<file path="src/rtl/layer1_neuron_mac_pkg.sv">
// Fixed-point constants and FSM state type shared by the layer-1 neuron MAC
// and the tanh LUT/interpolator stage.
package nn_fixed_pkg;

  localparam int DATA_W = 8;
  localparam int FRAC   = 4;

  localparam logic signed [7:0] Q44_MAX = 8'sd127;
  localparam logic signed [7:0] Q44_MIN = -8'sd128;
  localparam logic signed [7:0] Q44_ONE = 8'sd16;

  typedef enum logic [1:0] {
    IDLE,
    ACCUM,
    DONE
  } state_t;

endpackage

</file>
<file path="src/rtl/layer1_neuron_mac_if.sv">
// Operand stream (x/w pairs) and result stream (z) handshakes of the neuron MAC.
interface layer1_neuron_mac_if #(
  parameter int DATA_W = 8
);

  logic              x_valid;
  logic              x_ready;
  logic [DATA_W-1:0] x_data;
  logic [DATA_W-1:0] w_data;
  logic              z_valid;
  logic              z_ready;
  logic [DATA_W-1:0] z_value;

  modport master (
    output x_valid, x_data, w_data, z_ready,
    input  x_ready, z_valid, z_value
  );

  modport slave (
    input  x_valid, x_data, w_data, z_ready,
    output x_ready, z_valid, z_value
  );

endinterface

</file>
<file path="src/rtl/layer1_neuron_mac_sat_shift.sv">
// Rescale an accumulator by an arithmetic right shift (floor) and clamp it
// into the signed DATA_W output range.
module nn_sat_shift #(
  parameter int ACC_W  = 20,
  parameter int DATA_W = 8,
  parameter int FRAC   = 4
) (
  input  logic signed [ACC_W-1:0]  acc,
  output logic signed [DATA_W-1:0] z
);

  localparam logic signed [ACC_W-1:0] MAX_V = ACC_W'((1 << (DATA_W - 1)) - 1);
  localparam logic signed [ACC_W-1:0] MIN_V = -MAX_V - ACC_W'(1);

  logic signed [ACC_W-1:0] shifted;

  always_comb begin
    shifted = acc >>> FRAC;
    z       = shifted[DATA_W-1:0];
    if (shifted > MAX_V) begin
      z = MAX_V[DATA_W-1:0];
    end else if (shifted < MIN_V) begin
      z = MIN_V[DATA_W-1:0];
    end
  end

endmodule

</file>
<file path="src/rtl/layer1_neuron_mac.sv">
// Serial multiply-accumulate neuron: bias plus N_INPUTS x*w products, rescaled
// to Q4.4 and saturated, delivered over a valid/ready result handshake.
module layer1_neuron_mac #(
  parameter int N_INPUTS = 4,
  parameter int DATA_W   = nn_fixed_pkg::DATA_W,
  parameter int FRAC     = nn_fixed_pkg::FRAC,
  parameter int ACC_W    = 20
) (
  input  logic                     clk,
  input  logic                     rst_n,
  input  logic                     start,
  input  logic signed [DATA_W-1:0] bias,
  layer1_neuron_mac_if.slave       io,
  output logic                     busy
);

  import nn_fixed_pkg::*;

  localparam int CNT_W = (N_INPUTS > 1) ? $clog2(N_INPUTS) : 1;
  localparam logic [CNT_W-1:0] LAST = CNT_W'(N_INPUTS - 1);

  state_t                    state, state_next;
  logic [CNT_W-1:0]          cnt;
  logic signed [ACC_W-1:0]   acc;
  logic signed [ACC_W-1:0]   acc_next;
  logic signed [ACC_W-1:0]   bias_ext;
  logic signed [2*DATA_W-1:0] prod;
  logic signed [DATA_W-1:0]  sat_out;
  logic                      beat;

  assign beat     = io.x_ready && io.x_valid;
  assign prod     = signed'(io.x_data) * signed'(io.w_data);
  assign acc_next = acc + ACC_W'(prod);
  assign bias_ext = ACC_W'(bias) <<< FRAC;
  assign busy     = (state != IDLE);

  // The final beat's sum is saturated directly so z_value is ready on DONE entry.
  nn_sat_shift #(
    .ACC_W (ACC_W),
    .DATA_W(DATA_W),
    .FRAC  (FRAC)
  ) u_sat (
    .acc(acc_next),
    .z  (sat_out)
  );

  always_ff @(posedge clk or negedge rst_n) begin
    if (!rst_n) begin
      state <= IDLE;
    end else begin
      state <= state_next;
    end
  end

  always_comb begin
    state_next = state;
    case (state)
      IDLE:    if (start) state_next = ACCUM;
      ACCUM:   if (beat && (cnt == LAST)) state_next = DONE;
      DONE:    if (io.z_ready) state_next = IDLE;
      default: state_next = IDLE;
    endcase
  end

  always_ff @(posedge clk or negedge rst_n) begin
    if (!rst_n) begin
      acc        <= '0;
      cnt        <= '0;
      io.x_ready <= 1'b0;
      io.z_valid <= 1'b0;
      io.z_value <= '0;
    end else begin
      io.x_ready <= (state_next == ACCUM);
      io.z_valid <= (state_next == DONE);
      if ((state == IDLE) && start) begin
        acc <= bias_ext;
        cnt <= '0;
      end
      if (beat) begin
        acc <= acc_next;
        cnt <= cnt + 1'b1;
        if (cnt == LAST) begin
          io.z_value <= sat_out;
        end
      end
    end
  end

endmodule

</file>
<file path="src/flat_wrapper.sv">
// flat-port wrapper written by rule: the top's interface ports become plain ports
module layer1_neuron_mac_flat import nn_fixed_pkg::*;
#(
  parameter int N_INPUTS = 4,
  parameter int DATA_W   = nn_fixed_pkg::DATA_W,
  parameter int FRAC     = nn_fixed_pkg::FRAC,
  parameter int ACC_W    = 20
)
  (clk, rst_n, start, bias, busy, io_x_valid, io_x_data, io_w_data, io_z_ready, io_x_ready, io_z_valid, io_z_value);
  layer1_neuron_mac_if #(.DATA_W(DATA_W)) io_i ();
  input  logic clk;
  input  logic rst_n;
  input  logic start;
  input  logic signed [DATA_W-1:0] bias;
  output logic busy;
  input wire logic [$bits(io_i.x_valid)-1:0] io_x_valid;
  input wire logic [$bits(io_i.x_data)-1:0] io_x_data;
  input wire logic [$bits(io_i.w_data)-1:0] io_w_data;
  input wire logic [$bits(io_i.z_ready)-1:0] io_z_ready;
  output wire logic [$bits(io_i.x_ready)-1:0] io_x_ready;
  output wire logic [$bits(io_i.z_valid)-1:0] io_z_valid;
  output wire logic [$bits(io_i.z_value)-1:0] io_z_value;
  assign io_i.x_valid = io_x_valid;
  assign io_i.x_data = io_x_data;
  assign io_i.w_data = io_w_data;
  assign io_i.z_ready = io_z_ready;
  assign io_x_ready = io_i.x_ready;
  assign io_z_valid = io_i.z_valid;
  assign io_z_value = io_i.z_value;
  layer1_neuron_mac #(.N_INPUTS(N_INPUTS), .DATA_W(DATA_W), .FRAC(FRAC), .ACC_W(ACC_W)) u_core (.clk(clk), .rst_n(rst_n), .start(start), .bias(bias), .io(io_i), .busy(busy));
endmodule
</file>
<file path="config.mk">
export PLATFORM = sky130hd
export DESIGN_NAME = layer1_neuron_mac_flat
export DESIGN_NICKNAME = d
export VERILOG_FILES = /design/src/rtl/layer1_neuron_mac_pkg.sv /design/src/rtl/layer1_neuron_mac_if.sv /design/src/rtl/layer1_neuron_mac_sat_shift.sv /design/src/rtl/layer1_neuron_mac.sv /design/src/flat_wrapper.sv
export SDC_FILE = /design/constraint.sdc
export NUM_CORES = 1
export LEC_CHECK = 0
export ABC_CLOCK_PERIOD_IN_PS = 13900
export CORE_AREA = 10 10 157 159
export DETAILED_ROUTE_END_ITERATION = 12
export DIE_AREA = 0 0 167 169
export SYNTH_ARGS = -nofsm -noshare
export SYNTH_HDL_FRONTEND = slang
export SYNTH_SLANG_ARGS = --single-unit
</file>
<file path="constraint.sdc">
create_clock -name clk -period 13.9 [get_ports clk]
set_clock_uncertainty 0.1 [all_clocks]
set_input_delay 2.78 -clock clk [delete_from_list [all_inputs] [get_ports clk]]
set_output_delay 2.78 -clock clk [all_outputs]
set_load 0.05 [all_outputs]
</file>
==> qor.csv <==
metric,value,unit
hpwl,10300,um
tritoncts.num_buffers,5,
io_buffer_count,39,
finalHoldViolations,0,
setup_violations,0,
ys_warn_count,0,
clkTransAtPathRegs,0.06,ns
period_share,63.5,%
max_slew_margin,34.6,%
die-width,167,um
detail_route.drc_violations,0,
finalWeightedCongestion,0.843,
synthesized_netlist_net_count,712,
worstSkewPairLatency,0.28,ns
wl_per_cell,14.1,um
timing.hold.worst.class,register to register,
grt_setup_unrepaired,no,
worstPathRequired,13.95,ns
worst_path_most_repeated_cell,fa_1,
number_of_cells_upsized_or_downsized_after_cts,0,
critical_path.startpoint_type,input port,
htree_levels,2,
final.setup.tns,0,ns
synth.avg_cell_area,9.66,um^2
synth_edf_count,0,
syn_to_final_growth,16.0,%
worst_path_max_delay_cell,and2_1,
max_clock_freq,0.113,GHz
fp-row-count,54,
grt_start_max_net_pins,37,
cts.path.max_buffers,2,
first_global_vias,3917,
synth_cells,548,
ports,40,
core_area,21600,um^2
route.detailed.vias_per_inst,4.39,
criticalPathCategory,input port to register,
worstPathMaxFanout,13,
worst_hold_slack,0.403,ns
drive_above_1_share,4.97,%
detailroute.via_count,3790,
grt_overflow,0,
max-cap-violations,0,
groute.usage.overall,9.00,%
post_cts_buffers,0,
dominantRegCellSynth,dfrtp_1,
layout.nets,747,
worst_setup_path_end_kind,register,
clock_tree_from_tritoncts,done,
layout_min_cycle_time,8.83,ns
cts_num_sinks,34,
ys_seq_area_share,16.1,%
antenna_violating_nets_post_route,0,
synth.ff_latch_count,34,
critical-path-max-stage-delay,0.64,ns
worst-slew-pin-transition,0.979,ns
fill_cells,2259,
synth.top_cells.by_count,"inv_1, fa_1, nand2_1, ha_1, dfrtp_1",
die_area,28200,um^2
synth_top_cell_by_area,fa_1,
initialDrtViolationCount,238,
cts.hold.buffers_added,0,
netlist_top_cells_area,"fa_1, dfrtp_1, ha_1, inv_1, nand2_1",
synth_top_area_share,33.3,%
ctsRootBufferMaster,clkbuf_16,
outcome,"finished, final reports clean",
yosys.cell_count.top_type,inv_1,
synthArstFlopShare,100,%
detailedRoute.firstPassIterationCount,4,
die_height,169,um
initial_antenna_violation_count,0,
crit_path_cell_trace,"clkdlybuf4s50_1, and2_1, inv_1, fa_1, inv_1, fa_1, fa_1, fa_1, fa_1, ha_1, o21a_1, o31a_1, o21ai_2, o31ai_2, xnor2_2, nand4_1, nor4_4, o32ai_1",
wl,12200,um
cp.arrival,8.88,ns
antenna-diode-count,0,
global_route_wire_length_before_repair,21100,um
initial_core_util,24.6,%
yosys.cell_types.count,54,
drv_slew,0,
syn-cell-area,5300,um^2
-- logic make-up after synthesis --
family          count (synthesis)  share of synthesized area (%)
flops                          34                           16.1
buf+inv                       115                           8.17
compound gates                 94                           12.7
simple gates                  144                           13.9
mux                             7                           1.35
fa+ha+maj                     135                           44.4
xor+xnor                       19                           3.43
-- per-stage QoR --
stage	util, %	cell area, um^2	worst slack (ns)	cells
5_1_grt	28.5	6140	4.67	864
3_3_place_gp	27.8	5990	4.87	856
4_1_cts	28.5	6140	5.03	864
6_report	28.5	6140	5.07	864
3_5_place_dp	27.8	5990	4.75	856
2_1_floorplan	-	5300	5.87	548
-- flip-flops by register name, summed over array words and instances, names as in the netlist --
| name | flops |
|---|---|
| u_core.acc | 20 |
| u_core.io.z_value | 8 |
| u_core.cnt | 2 |
| u_core.state | 2 |
| u_core.io.x_ready | 1 |
| u_core.io.z_valid | 1 |
-- cell type report --
class	instances	area, um^2	share of cell area, %
inverter	103	387	6.29
clock inverter	2	12.5	0.204
timing repair buffer	40	393	6.39
tap	280	350	5.70
sequential	34	851	13.8
multi-input combinational	399	4010	65.3
clock buffer	6	139	2.26
-- cells in the final DEF, fill, tap and decap left out, types with 5 or more instances in the layout --
cell	instances
o21ai_0	25
nand2_1	54
o32ai_1	7
ha_1	47
nand3_1	9
clkbuf_16	5
and2_1	31
dfrtp_1	34
inv_1	102
nor2_1	25
o211ai_1	5
fa_1	88
clkdlybuf4s50_1	38
a21o_1	5
xnor2_1	15
a211oi_1	9
mux2i_1	6
a21oi_1	19
-- path summary, 6_finish.rpt --
| kind | cells after the start | endpoint | from | slack, ns |
|---|---|---|---|---|
| setup / recovery | 18 | u_core.io.z_value[3]$_DFFE_PN0P_ | io_x_data[7] | 5.07 |
| hold / removal | 1 | u_core.cnt[0]$_DFFE_PN0P_ | u_core.cnt[0]$_DFFE_PN0P_ | 0.40 |
| setup reg to reg | 20 | u_core.io.z_value[3]$_DFFE_PN0P_ | u_core.acc[4]$_DFFE_PN0P_ | 8.49 |
| hold reg to reg | 1 | u_core.cnt[0]$_DFFE_PN0P_ | u_core.cnt[0]$_DFFE_PN0P_ | 0.40 |
| max in group asynchronous | 1 | u_core.acc[10]$_DFFE_PN0P_ | rst_n | 10.70 |
| min in group asynchronous | 1 | u_core.acc[0]$_DFFE_PN0P_ | rst_n | 2.49 |
-- per-layer routing --
| layer | wire length [um] | share of wire, % | track usage (%) |
|---|---|---|---|
| met1 | 6110 | 50 | 12.7 |
| met2 | 5390 | 44 | 13.4 |
| met3 | 563 | 4.6 | 2.50 |
| met4 | 119 | 0.98 | 1.64 |
| met5 | 0 | 0 | 0 |
-- critical path: cells and delay by family --
kind / cells / cell delay, ns
AO/OA/AOI/OAI: 5 / 0.88
XOR/XNOR: 1 / 0.19
AND/OR/NAND/NOR: 3 / 1.32
adder cells (fa/ha/maj): 6 / 2.89
buffers and inverters: 3 / 0.82
Power is not shown: default switching activity piles up to over one toggle a cycle in this logic, so the estimate is an artifact.
